`config.mk`:
```
export PLATFORM = sky130hd
export DESIGN_NAME = alu_issue
export DESIGN_NICKNAME = d
export VERILOG_FILES = /design/src/rtl/alu_issue.sv
export SDC_FILE = /design/constraint.sdc
export NUM_CORES = 1
export LEC_CHECK = 0
export BUFFER_PORTS_ARGS = -buffer_cell sky130_fd_sc_hd__buf_2
export CAP_MARGIN = 20
export CORE_MARGIN = 2
export CORE_UTILIZATION = 52
export DETAILED_ROUTE_END_ITERATION = 6
export PLACE_DENSITY = 0.81
export REMOVE_ABC_BUFFERS = 1
export SYNTH_ARGS = -nofsm -noshare
export SYNTH_HDL_FRONTEND = slang
export SYNTH_SLANG_ARGS = --single-unit
```
`constraint.sdc`:
```
create_clock -name clk -period 2.8 [get_ports clk]
set_clock_uncertainty 0.15 [all_clocks]
set_input_delay 0.56 -clock clk [delete_from_list [all_inputs] [get_ports clk]]
set_output_delay 0.56 -clock clk [all_outputs]
set_load 0.05 [all_outputs]
```
`src/rtl/alu_issue.sv`:
```
// Decode/issue stage feeding the EXU ALU: decodes RV32I OP/OP-IMM/LUI/AUIPC,
// reads the register file and hands registered operands on through a 2-entry skid buffer.
module alu_issue #(
   parameter int XLEN      = 32,
   parameter int RF_ADDR_W = 5
) (
   input  logic                 clk,
   input  logic                 rst,
   input  logic                 flush,
   input  logic                 in_valid,
   output logic                 in_ready,
   input  logic [31:0]          inst,
   input  logic [XLEN-1:0]      pc,
   output logic [RF_ADDR_W-1:0] rf_raddr1,
   output logic [RF_ADDR_W-1:0] rf_raddr2,
   input  logic [XLEN-1:0]      rf_rdata1,
   input  logic [XLEN-1:0]      rf_rdata2,
   output logic                 out_valid,
   input  logic                 out_ready,
   output logic [XLEN-1:0]      asrc1,
   output logic [XLEN-1:0]      asrc2,
   output logic [9:0]           funcEU,
   output logic [RF_ADDR_W-1:0] rd,
   output logic                 wen,
   output logic                 illegal
);

   // Handshake: a transfer happens on a side exactly when its valid and ready are
   // both high at a rising edge; the issued payload holds while out_valid & ~out_ready.

   localparam logic [6:0] OPC_OP     = 7'b0110011;
   localparam logic [6:0] OPC_OP_IMM = 7'b0010011;
   localparam logic [6:0] OPC_LUI    = 7'b0110111;
   localparam logic [6:0] OPC_AUIPC  = 7'b0010111;

   typedef struct packed {
      logic [XLEN-1:0]      a1;
      logic [XLEN-1:0]      a2;
      logic [9:0]           func;
      logic [RF_ADDR_W-1:0] rd;
      logic                 wen;
      logic                 illegal;
   } entry_t;

   typedef enum logic [1:0] {
      BUF_EMPTY = 2'd0,
      BUF_ONE   = 2'd1,
      BUF_TWO   = 2'd2
   } buf_state_t;

   buf_state_t state;
   buf_state_t next_state;
   entry_t     dec;
   entry_t     out_q;
   entry_t     skid_q;
   logic       legal;
   logic       accept;
   logic       issue;
   logic       load_out_dec;
   logic       load_out_skid;
   logic       load_skid;

   logic [6:0] opcode;
   logic [2:0] funct3;
   logic [6:0] funct7;

   assign opcode    = inst[6:0];
   assign funct3    = inst[14:12];
   assign funct7    = inst[31:25];
   assign rf_raddr1 = inst[19:15];
   assign rf_raddr2 = inst[24:20];

   always_comb begin
      dec    = '0;
      legal  = 1'b0;
      dec.rd = inst[11:7];
      case (opcode)
         OPC_OP: begin
            dec.func = {funct3, funct7};
            dec.a1   = rf_rdata1;
            dec.a2   = rf_rdata2;
            legal    = (funct7 == 7'h00) ||
                       ((funct7 == 7'h20) && ((funct3 == 3'd0) || (funct3 == 3'd5)));
         end
         OPC_OP_IMM: begin
            dec.a1 = rf_rdata1;
            case (funct3)
               3'd1: begin
                  dec.a2   = {27'b0, inst[24:20]};
                  dec.func = {funct3, 7'h00};
                  legal    = (funct7 == 7'h00);
               end
               3'd5: begin
                  // Shift-right keeps funct7 so the ALU can tell SRAI from SRLI.
                  dec.a2   = {27'b0, inst[24:20]};
                  dec.func = {funct3, funct7};
                  legal    = (funct7 == 7'h00) || (funct7 == 7'h20);
               end
               default: begin
                  dec.a2   = {{20{inst[31]}}, inst[31:20]};
                  dec.func = {funct3, 7'h00};
                  legal    = 1'b1;
               end
            endcase
         end
         OPC_LUI: begin
            dec.a2 = {inst[31:12], 12'b0};
            legal  = 1'b1;
         end
         OPC_AUIPC: begin
            dec.a1 = pc;
            dec.a2 = {inst[31:12], 12'b0};
            legal  = 1'b1;
         end
         default: legal = 1'b0;
      endcase
      if (!legal) begin
         dec.a1   = '0;
         dec.a2   = '0;
         dec.func = '0;
      end
      dec.illegal = ~legal;
      dec.wen     = legal && (inst[11:7] != 5'd0);
   end

   always_ff @(posedge clk) begin
      if (rst) state <= BUF_EMPTY;
      else     state <= next_state;
   end

   always_comb begin
      next_state = state;
      if (flush) begin
         next_state = BUF_EMPTY;
      end else begin
         case (state)
            BUF_EMPTY: if (accept) next_state = BUF_ONE;
            BUF_ONE: begin
               if (accept && !issue)      next_state = BUF_TWO;
               else if (!accept && issue) next_state = BUF_EMPTY;
            end
            BUF_TWO:   if (issue) next_state = BUF_ONE;
            default:   next_state = BUF_EMPTY;
         endcase
      end
   end

   always_comb begin
      out_valid     = (state != BUF_EMPTY) && !rst;
      in_ready      = (state != BUF_TWO) && !rst;
      accept        = in_valid && in_ready;
      issue         = out_valid && out_ready;
      load_out_dec  = accept && !flush &&
                      ((state == BUF_EMPTY) || ((state == BUF_ONE) && issue));
      load_out_skid = !flush && (state == BUF_TWO) && issue;
      load_skid     = accept && !flush && (state == BUF_ONE) && !issue;
   end

   always_ff @(posedge clk) begin
      if (rst) begin
         out_q  <= '0;
         skid_q <= '0;
      end else begin
         if (load_out_dec)       out_q <= dec;
         else if (load_out_skid) out_q <= skid_q;
         if (load_skid)          skid_q <= dec;
      end
   end

   assign asrc1   = out_q.a1;
   assign asrc2   = out_q.a2;
   assign funcEU  = out_q.func;
   assign rd      = out_q.rd;
   assign wen     = out_q.wen;
   assign illegal = out_q.illegal;

endmodule

```
==> metrics.md <==
| Metric | Value |
|---|---|
| Outcome | finished, final reports clean |
| Die Footprint | 15200 um^2 |
| Post-synthesis register bit count | 164 |
| Post-synth top flop | dfxtp_1 |
| Diodes inserted | 0 |
| 1st-iter DRT viols | 467 |
| Sequential area share after synthesis | 44.2% |
| P_leak | 3.77 nW |
| Largest net degree at the start of global routing | 44 |
| Switching power | 1.23 mW |
| Core Area | 13900 um^2 |
| Critical path class | flip-flop to output pin |
| Hold buffer count at cts | 0 |
| Worst slew pin tran | 1.05 ns |
| Switching portion of total power | a little under a quarter |
| Post-placement cell area | 8770 um^2 |
| Via density per instance | 5.68 |
| Post-synth EDFFs | 0 |
| Worst hold slack | 0.244 ns |
| Area Growth Syn to Fin | 27.2% |
| Rows | 43 |
| Hold Crit Start | inst[8] |
| Clock tree from TritonCTS | done |
| Pre-antenna DRT Iters | 5 |
| Max-slew headroom | ~30% |
| Max Slew Vio Count | 0 |
| Max Fclk | 418 MHz |
| Clock latency on the worst-skew pair | ~0.43 ns |
| Worst r2r src | state[1] |
| CTS Buffer Depth | 2 |
| # DRC | 0 |
| Final setup margin | 0.406 ns |
| Wire per inst | 17.1 um |
| VDD IR max | 0.000415 V |
| Detailed placer's ending HPWL | 14200 um |
| Total power | between 5 and 6 mW |
| Crit. End Element | output pin |
| Number of global-route vias before repair | 6501 |
| Antenna Nets Post-Route | 0 |
| Most frequent cells in the layout | 225 x buf_2, 171 x nand2_1, 164 x dfxtp_1 |
| R2r setup slk | 0.46 ns |
| MaxCap Viol Count | 0 |
| Clock root buffer | clkbuf_16 |
| Cell count of the worst reg-to-reg path | 5 |
| CP arrival | 1.68 ns |
| Initial antenna violation count | 1 |
| Mean area per synthesized cell | 9.25 um^2 |
| Total GRT Usage | 27.1% |
| Clock transition at path regs | 0.06 ns |
| DRT Wirelength | 20600 um |
| CTS Sinks | 164 |
| Boundary Pins | 226 |
| Sequential Power Share | 43.1% |
| Initial Util | 53.3% |
| Final Instance Area | about 9400 um^2 |
| Via count | 6832 |
| Die height | 123 um |
| Htree depth | 4 |
| P_int | around 4.2 mW |
| RSZ-0062 raised after global routing | false |
| Final period utilization | 85.5% |
| Fin nets | 1143 |
| Pre-CTS WS | 0.00794 ns |
| Total global routing overflow | 0 |
| Startpoint types | flip-flop |
| FF-to-FF End | asrc1[6] |
| Yosys cell types | 42 |
| GP Congestion | 0.800 |
| Post-Syn Instances | 803 |
| Synthesis Warnings | 0 |
| First-pass GRT wire length | 32000 um |
| Hold Path Class | input pin to flip-flop |
| Postcts setup bufs | 0 |
| Setup violators final | 0 |
| Worst path required time | 2.09 ns |
| Share of layout cells above drive strength 1 | between 30% and 40% |
| Post_cts resized | 0 |
| Leading cell type in the layout, fill and taps excluded | buf_2 |
| Minimum clock period | 2.39 ns |
| Combinational power share | 8.4% |
| CTS buffer count | 17 |
| Cell Area, Synth | 7420 um^2 |
| Die X | 123 um |
| Clk pwr share | 48.5% |
| PwrDens | 577 nW/um^2 |
| I/O Buffers | 225 |
| Final Hold Fails | 0 |
| Crit Path Max Fanout | 8 |
| Worst Setup SP | state[1] |
| Async SR Flop Fraction | 0% |
| Setup crit end | in_ready |
[final cells by class]
cell class | instances | area [um^2]
Clock buffer | 19 | 443
Tap cell | 180 | 225
Inverter | 16 | 60.1
Timing Repair Buffer | 263 | 1490
Fill cell | 1168 | 4490
Multi-Input combinational cell | 547 | 3720
Clock inverter | 13 | 230
Sequential cell | 164 | 3280
[critical path, stage by stage (launching register included)]
cell and delay, ns:
dfxtp_1 0.54, nor2b_1 0.43, nor2_1 0.07, buf_2 0.22
[flip-flops by register name, summed over array words and instances, names as in the netlist]
name / flops
skid_q: 81
asrc1: 32
asrc2: 32
funcEU: 10
rd: 5
state: 2
illegal: 1
wen: 1
[cell families (layout without fill, tap and decap cells)]
group,count (synthesis),in the layout,synth area share [%]
and+or+nand+nor,233,233,14.1
DFF,164,164,44.2
muxes,65,65,8.90
buffers and inverters,92,311,6.34
adders and majority gates,1,1,0.168
AOI/OAI and AO/OA,248,248,26.2
[synth_stat cells, types with 10 or more instances]
cell type  instances  area (um^2)
o21ai_1           49          245
mux2i_1           57          571
buf_4             11         82.6
clkbuf_1          48          180
dfxtp_1          164         3280
o21ai_0           24          120
buf_6             10          113
o22ai_2           50          626
nand2_1          172          646
inv_1             16         60.1
nor2_1            11         41.3
a221o_1           13          130
nand3_1           10         50.1
a21oi_1           40          200
a22o_1            45          394
and3_1            10         62.6
[metal layers]
layer | wire (um) | part of all wire [%] | track usage [%]
met1 | 8770 | 43 | 33.2
met2 | 9840 | 48 | 45.3
met3 | 1520 | 7.4 | 7.10
met4 | 474 | 2.3 | 10.7
met5 | 0 | 0 | 0
[worst min path at each step]
stage | to | cells after the start
after floorplan | skid_q[14] | 2
after global placement | skid_q[14] | 2
after detailed placement | skid_q[36] | 2
after CTS | skid_q[3] | 3
after global routing | skid_q[2] | 3
final | skid_q[3] | 3
[per-stage QoR]
step	TNS, ns	util [%]	cells
after floorplan	-99.06	-	727
after global placement	0	62.9	1170
after detailed placement	0	62.9	1170
after CTS	0	67.8	1202
after global routing	0	67.8	1202
final	0	67.8	1202
[power groups by stage]
stage          sequential (mW)  clock [mW]  combinational [mW]
2_1_floorplan             2.42           0               0.169
3_3_place_gp              2.40           0               0.450
3_5_place_dp              2.40           0               0.455
4_1_cts                   2.35        2.67               0.457
5_1_grt                   2.35        2.76               0.491
6_report                  2.35        2.64               0.460
Note: power is estimated with default switching activity, not from simulation.
